File: config.mk
export PLATFORM = sky130hd
export DESIGN_NAME = serial_subtractor
export DESIGN_NICKNAME = d
export VERILOG_FILES = /design/src/rtl/arith_pkg.sv /design/src/rtl/full_subtractor.sv /design/src/rtl/serial_subtractor.sv
export SDC_FILE = /design/constraint.sdc
export NUM_CORES = 1
export LEC_CHECK = 0
export CAP_MARGIN = 20
export CORE_ASPECT_RATIO = 0.75
export CORE_MARGIN = 4
export CORE_UTILIZATION = 30
export DETAILED_ROUTE_END_ITERATION = 8
export PLACE_DENSITY = 0.48
export SLEW_MARGIN = 20
export SYNTH_ARGS = -nofsm -noshare
export SYNTH_HDL_FRONTEND = slang
export SYNTH_SLANG_ARGS = --single-unit
File: constraint.sdc
create_clock -name clk -period 2.1 [get_ports clk]
set_clock_uncertainty 0.2 [all_clocks]
set_input_delay 0.315 -clock clk [delete_from_list [all_inputs] [get_ports clk]]
set_output_delay 0.315 -clock clk [all_outputs]
set_load 0.01 [all_outputs]
File: src/rtl/arith_pkg.sv
// arith_pkg: shared state encoding and sizing helper for the serial arithmetic datapaths.
package arith_pkg;
  typedef enum logic [1:0] {IDLE, SHIFT, DONE} sub_state_t;
  function automatic int cnt_width(input int w);
    return $clog2(w);
  endfunction
endpackage

File: src/rtl/full_subtractor.sv
// full_subtractor: single-bit combinational x - y - bin with borrow out.
module full_subtractor (
  input  logic x,
  input  logic y,
  input  logic bin,
  output logic d,
  output logic bout
);
  assign d    = x ^ y ^ bin;
  assign bout = (~x & y) | (~(x ^ y) & bin);
endmodule

File: src/rtl/serial_subtractor.sv
// serial_subtractor: bit-serial a - b - borrow_in, LSB first, one bit per clock.
module serial_subtractor
  import arith_pkg::*;
#(
  parameter int WIDTH = 8
) (
  input  logic             clk,
  input  logic             rst_n,
  input  logic             start,
  input  logic [WIDTH-1:0] a,
  input  logic [WIDTH-1:0] b,
  input  logic             borrow_in,
  output logic             busy,
  output logic             done,
  output logic [WIDTH-1:0] diff,
  output logic             borrow_out,
  output logic             overflow
);
  localparam int CW = cnt_width(WIDTH);
  sub_state_t       state_q;
  logic [CW-1:0]    cnt_q;
  logic [WIDTH-1:0] a_sr_q, b_sr_q, diff_sr_q, diff_q, diff_d;
  logic             borrow_q, a_msb_q, b_msb_q;
  logic             busy_q, done_q, borrow_out_q, overflow_q;
  logic             d_bit, bout_bit, last_bit;
  full_subtractor u_fs (
    .x   (a_sr_q[0]),
    .y   (b_sr_q[0]),
    .bin (borrow_q),
    .d   (d_bit),
    .bout(bout_bit)
  );
  assign diff_d   = {d_bit, diff_sr_q[WIDTH-1:1]};
  assign last_bit = cnt_q == CW'(WIDTH - 1);
  always_ff @(posedge clk or negedge rst_n) begin
    if (!rst_n) begin
      state_q      <= IDLE;
      cnt_q        <= '0;
      a_sr_q       <= '0;
      b_sr_q       <= '0;
      diff_sr_q    <= '0;
      borrow_q     <= 1'b0;
      a_msb_q      <= 1'b0;
      b_msb_q      <= 1'b0;
      busy_q       <= 1'b0;
      done_q       <= 1'b0;
      diff_q       <= '0;
      borrow_out_q <= 1'b0;
      overflow_q   <= 1'b0;
    end else begin
      case (state_q)
        SHIFT: begin
          a_sr_q    <= a_sr_q >> 1;
          b_sr_q    <= b_sr_q >> 1;
          diff_sr_q <= diff_d;
          borrow_q  <= bout_bit;
          cnt_q     <= cnt_q + CW'(1);
          if (last_bit) begin
            state_q      <= DONE;
            busy_q       <= 1'b0;
            done_q       <= 1'b1;
            diff_q       <= diff_d;
            borrow_out_q <= bout_bit;
            overflow_q   <= (a_msb_q != b_msb_q) && (d_bit != a_msb_q);
          end
        end
        default: begin
          done_q <= 1'b0;
          if (start) begin
            state_q  <= SHIFT;
            busy_q   <= 1'b1;
            a_sr_q   <= a;
            b_sr_q   <= b;
            borrow_q <= borrow_in;
            a_msb_q  <= a[WIDTH-1];
            b_msb_q  <= b[WIDTH-1];
            cnt_q    <= '0;
          end else begin
            state_q <= IDLE;
          end
        end
      endcase
    end
  end
  assign busy       = busy_q;
  assign done       = done_q;
  assign diff       = diff_q;
  assign borrow_out = borrow_out_q;
  assign overflow   = overflow_q;
endmodule

Word-level counts from Yosys, hierarchy flattened --
Index checks and enable logic that the tools add are counted. Widths: inputs -> output; s select.
Cells by class: add/subtract/negate cells 1, equality and inequality tests 5, mux-type cells 16, bitwise logic cells 8, reductions and logical operators 5
Operators by type and width (count):
- $mux 8 | 4
- $mux 1 | 8
- $mux 3 | 2
- $reduce_and 2->1 | 3
- $mux 2 | 2
- $add 3x1->3 const B | 1
- $eq 3x3->1 const B | 1
- $not 1->1 | 3
- $and 1x1->1 | 2
- $eq 2x1->1 const B | 1
- $ne 1x1->1 | 2
- $ne 2x2->1 const B | 1
- $reduce_bool 2->1 | 1
- $xor 1x1->1 | 2
- $logic_and 1x1->1 | 1
- $or 1x1->1 | 1
Word-level totals: bits in registers 44, bits of input ports 20, output and inout port bits 12, logic and storage cells 48

Logic depth before layout (Yosys ltp) --
depth in word-level cells 5, gate-level depth with buffers 6, depth with buffers taken out 5

By module --
A second synthesis with hierarchy kept.
Unflattened totals: cell total of the unflattened synthesis 160, area, all modules 1849.3 µm²
By module, submodules not included:
- serial_subtractor | times used 1, cells an instance 156, area an instance 1818.0 µm²
- full_subtractor | times used 1, cells an instance 4, area an instance 31.3 µm²

Least setup slack after synthesis --
OpenSTA, ideal clock, no wires.
path type flip-flop to flip-flop, start point register cnt_q[0], end point register diff_q[3] (netlist: diff[3]), library setup time 125 ps, arrival 1301 ps, data required time 1775 ps, setup slack 474 ps, stages on the path, launching flop included 6, path buffers 1, path through dfrtp_1 ha_1 ha_1 nand3b_4 buf_6 mux2_4
On the way: cells in the longest elaborated chain, start to end 2
Ends and longest elaborated chain:
- start, declared | line serial_subtractor.sv:21 | logic [CW-1:0] cnt_q;
- start signal, assigned | line serial_subtractor.sv:57 | cnt_q <= cnt_q + CW'(1);
- $eq 3x3->1 | line serial_subtractor.sv:34 | assign last_bit = cnt_q == CW'(WIDTH - 1);
- $reduce_and 2->1 (no line)
- end signal, assigned | line serial_subtractor.sv:62 | diff_q <= diff_d;
- end, declared | line serial_subtractor.sv:22 | logic [WIDTH-1:0] a_sr_q, b_sr_q, diff_sr_q, diff_q, diff_d;
Every way passes these cells. A chain may end at the register's enable or synchronous reset.

Worst setup path after layout --
start point register done_q (netlist: done), end point output done
RTL lines:
- start, declared | line serial_subtractor.sv:24 | logic busy_q, done_q, borrow_out_q, overflow_q;
- start signal, assigned | line serial_subtractor.sv:46 | done_q <= 1'b0;
- start signal, assigned | line serial_subtractor.sv:61 | done_q <= 1'b1;
- start signal, assigned | line serial_subtractor.sv:68 | done_q <= 1'b0;
- end, declared | line serial_subtractor.sv:14 | output logic done,
No word-level cell between the ends.

==> results.sh <==
export IMPL_cp_slowest_cell="clkdlybuf4s50_1"
export IMPL_cp_end_kind="output port"
export IMPL_cts_tree="done"
export IMPL_syn_nets=183
export IMPL_regArea_sq_um=1050
export IMPL_arrival_ps=1230
export IMPL_cp_max_fo=4
export IMPL_hold_viol=0
export IMPL_grt_start_max_net_pins=34
export IMPL_fin_crit_sh=0.829
export IMPL_rsz0062_at_grt="no"
export IMPL_clockBufferDepth=2
export IMPL_hpwl_mm=2.57
export IMPL_cts_setup_buffers=0
export IMPL_rr_startpoint="b_sr_q[0]$_DFFE_PN0P_"
export IMPL_multiInputGateArea_sq_um=704
export IMPL_yosysSeqAreaShare=0.562
export IMPL_synthCells=160
export IMPL_routabilityCongestion=0.682
export IMPL_regToRegEndpoint="overflow$_DFFE_PN0P_"
export IMPL_stdcell_count=273
export IMPL_path_clk_slew_ps=80
export IMPL_min_to="b_sr_q[5]$_DFFE_PN0P_"
export IMPL_final_setup_viol_count=0
export IMPL_path_cells="clkdlybuf4s50_1"
export IMPL_reg2regPathDepth=5
export IMPL_numCtsBuffers=5
export IMPL_startpoint="done$_DFFE_PN0P_"
export IMPL_finalSetupTns_ps=0
export IMPL_area_growth_pct=25.7
export IMPL_synth_avg_cell_area_sq_um=11.7
export IMPL_critPathKind="flip-flop to output port"
export IMPL_drive_gt1_frac=0.144
export IMPL_power_uw=3350
export IMPL_synth_distinct_cells=23
export IMPL_core_area_sq_um=5920
export IMPL_yosys_warnings=0
export IMPL_start_util=0.316
export IMPL_num_vias=1194
export IMPL_grt_pass1_wl_mm=6.50
export IMPL_drt_wl_total_mm=3.61
export IMPL_period_needed_ps=1740
export IMPL_grt_pass1_vias=1333
export IMPL_hp_class="flip-flop to flip-flop"
export IMPL_p_per_area_nw_per_um2=1430
export IMPL_die_h_um=76.4
export IMPL_num_io_pins=32
export IMPL_cts_sinks=42
export IMPL_cts_max_level=2
export IMPL_synth_seq_cells=42
export IMPL_layout_common_cells="dfrtp_1 (42), nand2_1 (40), clkdlybuf4s50_1 (30)"
export IMPL_cp_buffers_inverters=1
export IMPL_rows=24
export IMPL_wl_per_cell_um=13.2
export IMPL_dp_cells=265
export IMPL_drt_iter0_drc=56
export IMPL_post_drt_via_cell_ratio=4.37
export IMPL_status="complete, no violations"
export IMPL_holdPathStages=2
export IMPL_hp_start="b_sr_q[6]$_DFFE_PN0P_"
export IMPL_maxSlewViolCount=0
export IMPL_start_kind="flip-flop"
export IMPL_required_ps=1580
export IMPL_clkLatencyLatePin_ps=290
export IMPL_slew_headroom=0.578
export IMPL_fp_dieW_um=99.2
export IMPL_ir_worst_vdd_uv=437
export IMPL_crit_family="buffers and inverters"
export IMPL_netlist_area_sq_um=1870
export IMPL_track_usage=0.107
export IMPL_layout_commonest_cell="dfrtp_1"
export IMPL_cts_root_buf="clkbuf_8"
export IMPL_cpPeakStageDelay_ps=550
export IMPL_max_cap_violations=0
export IMPL_antenna_left=0
export IMPL_grt_overflow=0
export IMPL_fin_util=0.397
export IMPL_dr_pass1_iters=4
export IMPL_io_buffer_count=31
export IMPL_r2r_slack_ps=380
export IMPL_nets=218
export IMPL_tightest_slew_ps=632
export IMPL_cp_num_cells=1
export IMPL_n_fill_cell=569
export IMPL_dieArea_sq_um=7570
export IMPL_antenna_found_initial=0
export IMPL_max_freq_mhz=575
export IMPL_leakage_uw=0.00112
export IMPL_antenna_cells=0
export IMPL_drc=0
-- flip-flops by register name, indices dropped and copies added, names as in the netlist, 3 cells and up --
name	cells
a_sr_q	8
b_sr_q	8
diff	8
diff_sr_q	7
cnt_q	3
-- cell families after synthesis --
family / Yosys count / share of synthesized area
compound gates: 22 / 0.0616
fa+ha+maj: 3 / 0.0241
buf+inv: 13 / 0.0609
flops: 42 / 0.562
mux: 27 / 0.164
simple gates: 53 / 0.127
-- where the power goes --
part / total [uW] / internal (uW) / switching [uW] / leakage, uW
Sequential: 1400 / 1180 / 216 / 0.000530
Combinational: 1320 / 670 / 647 / 0.000534
Clock: 637 / 380 / 257 / 0.0000573
-- worst max-delay path by stage --
stage               slack (ps)              endpoint
floorplan                  470   diff[3]$_DFFE_PN0P_
global placement           420   a_msb_q$_DFFE_PN0P_
detailed placement         390   diff[0]$_DFFE_PN0P_
CTS                        330                  done
global route               250  overflow$_DFFE_PN0P_
finish                     360                  done
-- worst reg2reg max path: stages, from the launching register on --
cell and delay, ps:
dfrtp_1 360, inv_1 60, fa_1 630, nor2b_1 150, a21oi_1 70, o21ai_0 160
-- Yosys cell counts --
cell	number	share of area
a21oi_1	3	0.0080
and2b_1	1	0.0040
buf_2	1	0.0027
buf_4	1	0.0040
buf_6	8	0.048
dfrtp_1	42	0.56
fa_1	1	0.011
ha_1	2	0.013
inv_1	3	0.0060
mux2_2	5	0.030
mux2_4	6	0.048
mux2i_1	16	0.086
nand2_1	40	0.080
nand2_2	1	0.0033
nand2b_1	3	0.010
nand3b_4	1	0.011
nor2_1	4	0.0080
nor2_2	1	0.0033
nor2b_1	1	0.0033
nor3b_1	1	0.0040
o211a_1	1	0.0054
o21ai_0	13	0.035
o21ai_1	5	0.013
-- per-stage QoR --
step	setup slack [ps]	instance area, sq um	hold WS [ps]
after floorplan	474	1870	-181
after global placement	416	2230	169
after detailed placement	392	2230	176
after CTS	331	2350	290
after global routing	246	2350	314
final	360	2350	282
-- cell type report --
| cell class | count | area share |
|---|---|---|
| tap | 78 | 0.0415 |
| sequential | 42 | 0.447 |
| clock inverter | 1 | 0.0128 |
| clock buffer | 6 | 0.0351 |
| timing repair buffer | 38 | 0.159 |
| inverter | 3 | 0.00479 |
| multi-input combinational | 105 | 0.300 |
-- routing by layer --
metal  track usage  wire [um]  vias up
met3        0.0284         81        4
met1         0.140       1730      586
met4        0.0450         48        0
met5             0          0        -
li1              -          -      594
met2         0.167       1750       10
-- timing repair --
item | CTS | global route
hold buffers | 1 | 0
resized for setup | 0 | 0
endpoints found under the setup margin | 0 | 0
endpoints found under the hold margin | 26 | 0
No activity file was read; power rests on OpenSTA's default activity.
==> variant 1, RTL diff (same flow settings) <==
The parameter `WIDTH` goes from 8 to 12.
--- a/src/rtl/serial_subtractor.sv
+++ b/src/rtl/serial_subtractor.sv
@@ -4,3 +4,3 @@
 #(
-  parameter int WIDTH = 8
+  parameter int WIDTH = 12
 ) (
Ports: changed (resized a, b and diff); port bits go from 32 to 44. No check against the original RTL was run, so the function may have changed too.
==> variant 1 against the unedited design <==
Utilization up 2.0 points. Wire length up 43%. Final cell count up 38%. Synthesized area up 36%. Via count up 39%. Power up 46%. Sequential cell count up 17. Clock power up 110%. Design area up 43%. Setup slack worse by 0.042 ns. Count of clock-buffer cells in the layout up 8. Largest power group unchanged. Highest routed layer unchanged.
==> variant 1: results (changes against the unedited design) <==
========================================================================================================
Number of multi-input combinational cells in the layout ...................................          146   +39%
Maximum level of the CTS H-tree ...........................................................            3   +1
Area of the multi-input gates .............................................................     966 um^2   +37%
Vias per cell .............................................................................         4.38   +0.17%
Final-layout clock-cell area share ........................................................       0.0814   +0.0335
Worst reg-to-reg setup slack ..............................................................      0.33 ns   -0.05 ns
Class of the tightest hold or removal check ...............................................    in -> reg
Global routing met2 resource utilization ..................................................        0.153   -0.0139
Post-Place Cell Area ......................................................................    3080 um^2   +38%
Clock root buffer .........................................................................    clkbuf_16
Post-CTS clock slew at the launch and capture registers of the worst setup and hold paths .      0.05 ns   -0.03 ns
Fraction of area in registers .............................................................        0.439   -0.00846
Synth-to-Final Area Change ................................................................        32.4%
Synthesized area per cell .................................................................    11.4 um^2   -2.5%
Count of plain and timing-repair buffers in the layout ....................................           49   +29%
Maximum number of pins on one net before global-route repair ..............................           63   +85%
Amount of wire on met3 after detailed routing .............................................       244 um   +200%
Final Net Count ...........................................................................          298   +37%
Fraction of synthesized area in multiplexers ..............................................        0.182   +0.0182
Routability congestion estimate from global placement .....................................        0.691   +1.4%
FMAX ......................................................................................      561 MHz   -2.3%
Result of the run ......................................................................... finished clean
VDD IR-drop max ...........................................................................     0.889 mV   +100%
Fill cell count ...........................................................................          793   +39%
Net count after synthesis .................................................................          253   +38%
Number of different library cells in the post-synthesis netlist ...........................           25   +8.7%
Worst hold slack after final layout .......................................................     0.269 ns   -0.0128 ns
Detailed route wirelength on metal2 .......................................................      2100 um   +20%
Portion of the layout cell area used by non-clock buffers .................................        0.150   -0.00844
Biggest fanout along the worst timing path ................................................            3   -1
Number of design-rule violations left by the first detailed-router iteration ..............           76   +36%
Latest clock arrival within the worst-skew pair ...........................................      0.32 ns   +0.03 ns
Leakage ...................................................................................   0.00158 uW   +41%
Leading post-synthesis cells by cell area ................................................. dfrtp_1 (58%), mux2i_1 (10%), nand2_1 (8.7%), o21ai_0 (4.7%), mux2_2 (4.4%)
HPWL after detailed placement .............................................................      3250 um   +26%
TritonRoute pass-1 iters ..................................................................            4   unchanged
Number of CTS-inserted buffers ............................................................            9   +4
Final core area utilization ...............................................................        0.418   +0.0203
Met1 layer usage reported by global route .................................................        0.159   +0.0187
Largest stage delay on the critical path ..................................................      0.56 ns
Clk_buf instances .........................................................................           14   +8
Buffers on Ports ..........................................................................           43   +39%
Compound-cell area share of the yosys netlist .............................................       0.0586   -0.00299
Headroom to the max-slew limit ............................................................        0.781   +0.202
Routed Wire Length ........................................................................      5150 um   +43%
Sequential-to-total area share from yosys stat ............................................        0.581   +0.0187
Vias in the first global route ............................................................         1694   +27%
Parity-gate share of the synthesized area counting xor and xnor cells .....................      0.00345   +0.00345
Commonest cells in the netlist ............................................................ dfrtp_1 (59), nand2_1 (59), mux2i_1 (26), o21ai_0 (24), mux2_2 (10)
Number of flip-flops and latches in the synthesized netlist ...............................           59   +40%
========================================================================================================
==> variant 1: cell count changes after synthesis, sizes merged, moves of 2 or more <==
cell / delta
buf: -2
clkbuf: +7
dfrtp: +17
mux2: +5
mux2i: +10
nand2: +18
nand3b: +2
o21ai: +6
==> variant 1: power by group <==
part	internal, uW	total [uW]	switching [uW]	leakage, uW
sequential	1620	1900	282	0.000752
clock	858	1330	475	0.000137
combinational	831	1640	810	0.000695
total	3310	4880	1570	0.00158
==> variant 1: final timing paths <==
kind | cells past startpoint | from | end
setup / recovery | 1 | done | done
hold / removal | 3 | start | a_sr_q[11]
min in group asynchronous | 3 | rst_n | a_sr_q[3]
max in group asynchronous | 3 | rst_n | done
setup reg to reg | 5 | b_sr_q[0] | overflow
hold reg to reg | 2 | diff_sr_q[1] | diff_sr_q[1]
==> variant 1: timing repair <==
| action | in CTS | in global routing |
|---|---|---|
| hold endpoints to repair | 59 | 0 |
| endpoints found under the setup margin | 0 | 0 |
| setup buffers | 0 | 0 |
| hold buffers | 1 | 0 |
==> variant 2, RTL diff (same flow settings) <==
Without the edit above. Make the reset (`rst_n`) synchronous in one clocked block.
--- a/src/rtl/serial_subtractor.sv
+++ b/src/rtl/serial_subtractor.sv
@@ -34,3 +34,3 @@
   assign last_bit = cnt_q == CW'(WIDTH - 1);
-  always_ff @(posedge clk or negedge rst_n) begin
+  always_ff @(posedge clk) begin
     if (!rst_n) begin
Check against the original RTL: differs if rst_n is asserted again (counterexample within 4 cycles, from zero or initial values and one cycle with rst_n low); with rst_n held inactive, the same outputs for 10 cycles.
==> variant 2 against the unedited design <==
Final cell count rose by 11%. Non-clock buffer count fell by 2. Via count rose by 13%. Count of clock-buffer cells in the layout rose by 2. Wire length rose by 2.7%. Utilization fell by 0.85 points. Design area fell by 3.1%. Synthesized area fell by 1.9%. Sequential cell count rose by 1. Setup slack got worse by 0.049 ns.
Power is not compared: it rests on default switching activity, and its combinational part moved more than twofold at a synthesized area within 25%.
==> variant 2: results (changes against the unedited design) <==
===========================================================================================
Largest stage delay on the critical path .....................................      0.54 ns
HPWL after detailed placement ................................................      2510 um   -2.2%
Number of flip-flops and latches in the synthesized netlist ..................           43   +2.4%
Final critical-path required period ..........................................      1.79 ns   +0.0492 ns
Sequential-to-total area share from yosys stat ...............................        0.470   -0.0926
Net count after synthesis ....................................................          218   +19%
Routability congestion estimate from global placement ........................        0.653   -4.2%
Commonest cells in the netlist ............................................... dfxtp_1 (43), nand2_1 (36), a21oi_1 (22), nor2_1 (17), mux2i_1 (15)
Number of multi-input combinational cells in the layout ......................          132   +26%
Diode insertion count for antenna repair .....................................            0   unchanged
Post-synthesis async set-or-reset flop share .................................            0   -1.00
VDD IR-drop max ..............................................................     0.209 mV
First-pass GRT wire length ...................................................      6280 um   -3.4%
Biggest fanout along the worst timing path ...................................            4   unchanged
Final-layout clock-cell area share ...........................................       0.0440   -0.00394
Clock root buffer ............................................................     clkbuf_8
Synth Instances ..............................................................          194   +21%
Number of different library cells in the post-synthesis netlist ..............           26   +13%
Global-route usage over all layers ...........................................        0.108   +0.000943
Vias in the first global route ...............................................         1318   -1.1%
Proportion of layout cells with a drive suffix above 1 .......................        0.116   -0.0275
Arrival time worst endpoint ..................................................      1.82 ns   +0.59 ns
Maximum number of pins on one net before global-route repair .................           39   +15%
Slowest cell on crit path ....................................................         fa_1
Result of the run ............................................................ finished clean
Count of plain and timing-repair buffers in the layout .......................           36   -5.3%
Dominant delay contributor by cell family on the critical path ...............  adder cells
FF+latch area ................................................................     861 um^2   -18%
Fill cell count ..............................................................          634   +11%
Number of design-rule violations left by the first detailed-router iteration .           43   -23%
Final standard cell count with taps included and fillers excluded ............          302   +11%
Leading post-synthesis cells by cell area .................................... dfxtp_1 (47%), a211oi_2 (8.2%), mux2i_1 (8.2%), nand2_1 (7.4%), a21oi_1 (6.0%)
Number of placed instances, taps included ....................................          294   +11%
Post-route cell area .........................................................    2280 um^2   -3.1%
Worst reg-to-reg setup slack .................................................      0.31 ns   -0.07 ns
Inverter count of the layout excluding clock inverters .......................            5   +2
Reg2reg path depth ...........................................................            4   -1
Clk_buf instances ............................................................            8   +2
Headroom to the max-slew limit ...............................................        0.649   +0.0710
Portion of the layout cell area used by non-clock buffers ....................        0.158   -0.000351
Worst hold slack after final layout ..........................................     0.254 ns   -0.0283 ns
WL/cell ......................................................................      12.3 um   -7.1%
Class of the tightest hold or removal check ..................................   reg -> reg
Final Net Count ..............................................................          247   +13%
===========================================================================================
## variant 2: worst paths after layout
| check | start | to |
|---|---|---|
| worst max-delay path | b_sr_q[0] | overflow |
| worst min-delay path | diff_sr_q[1] | diff[0] |
| worst max register to register | b_sr_q[0] | overflow |
| worst min register to register | diff_sr_q[1] | diff[0] |
## variant 2: cells by family after synthesis
kind of cell,synth area share
AO/OA/AOI/OAI,0.186
adder cells (fa/ha/maj),0.0314
buffers and inverters,0.0744
flip-flops,0.470
multiplexers,0.0819
AND/OR/NAND/NOR,0.156
## variant 2: tightest hold or removal path, stage by stage, from the launching register on
cell and delay [ns]:
dfxtp_1 0.31, nand2_1 0.05, a21oi_1 0.05
## variant 2: metal layers
layer,share of wire,global-route usage,vias up
met5,0,0,-
met4,0.019,0.0591,0
met3,0.043,0.0302,7
met2,0.43,0.168,21
met1,0.50,0.138,607
li1,-,-,719
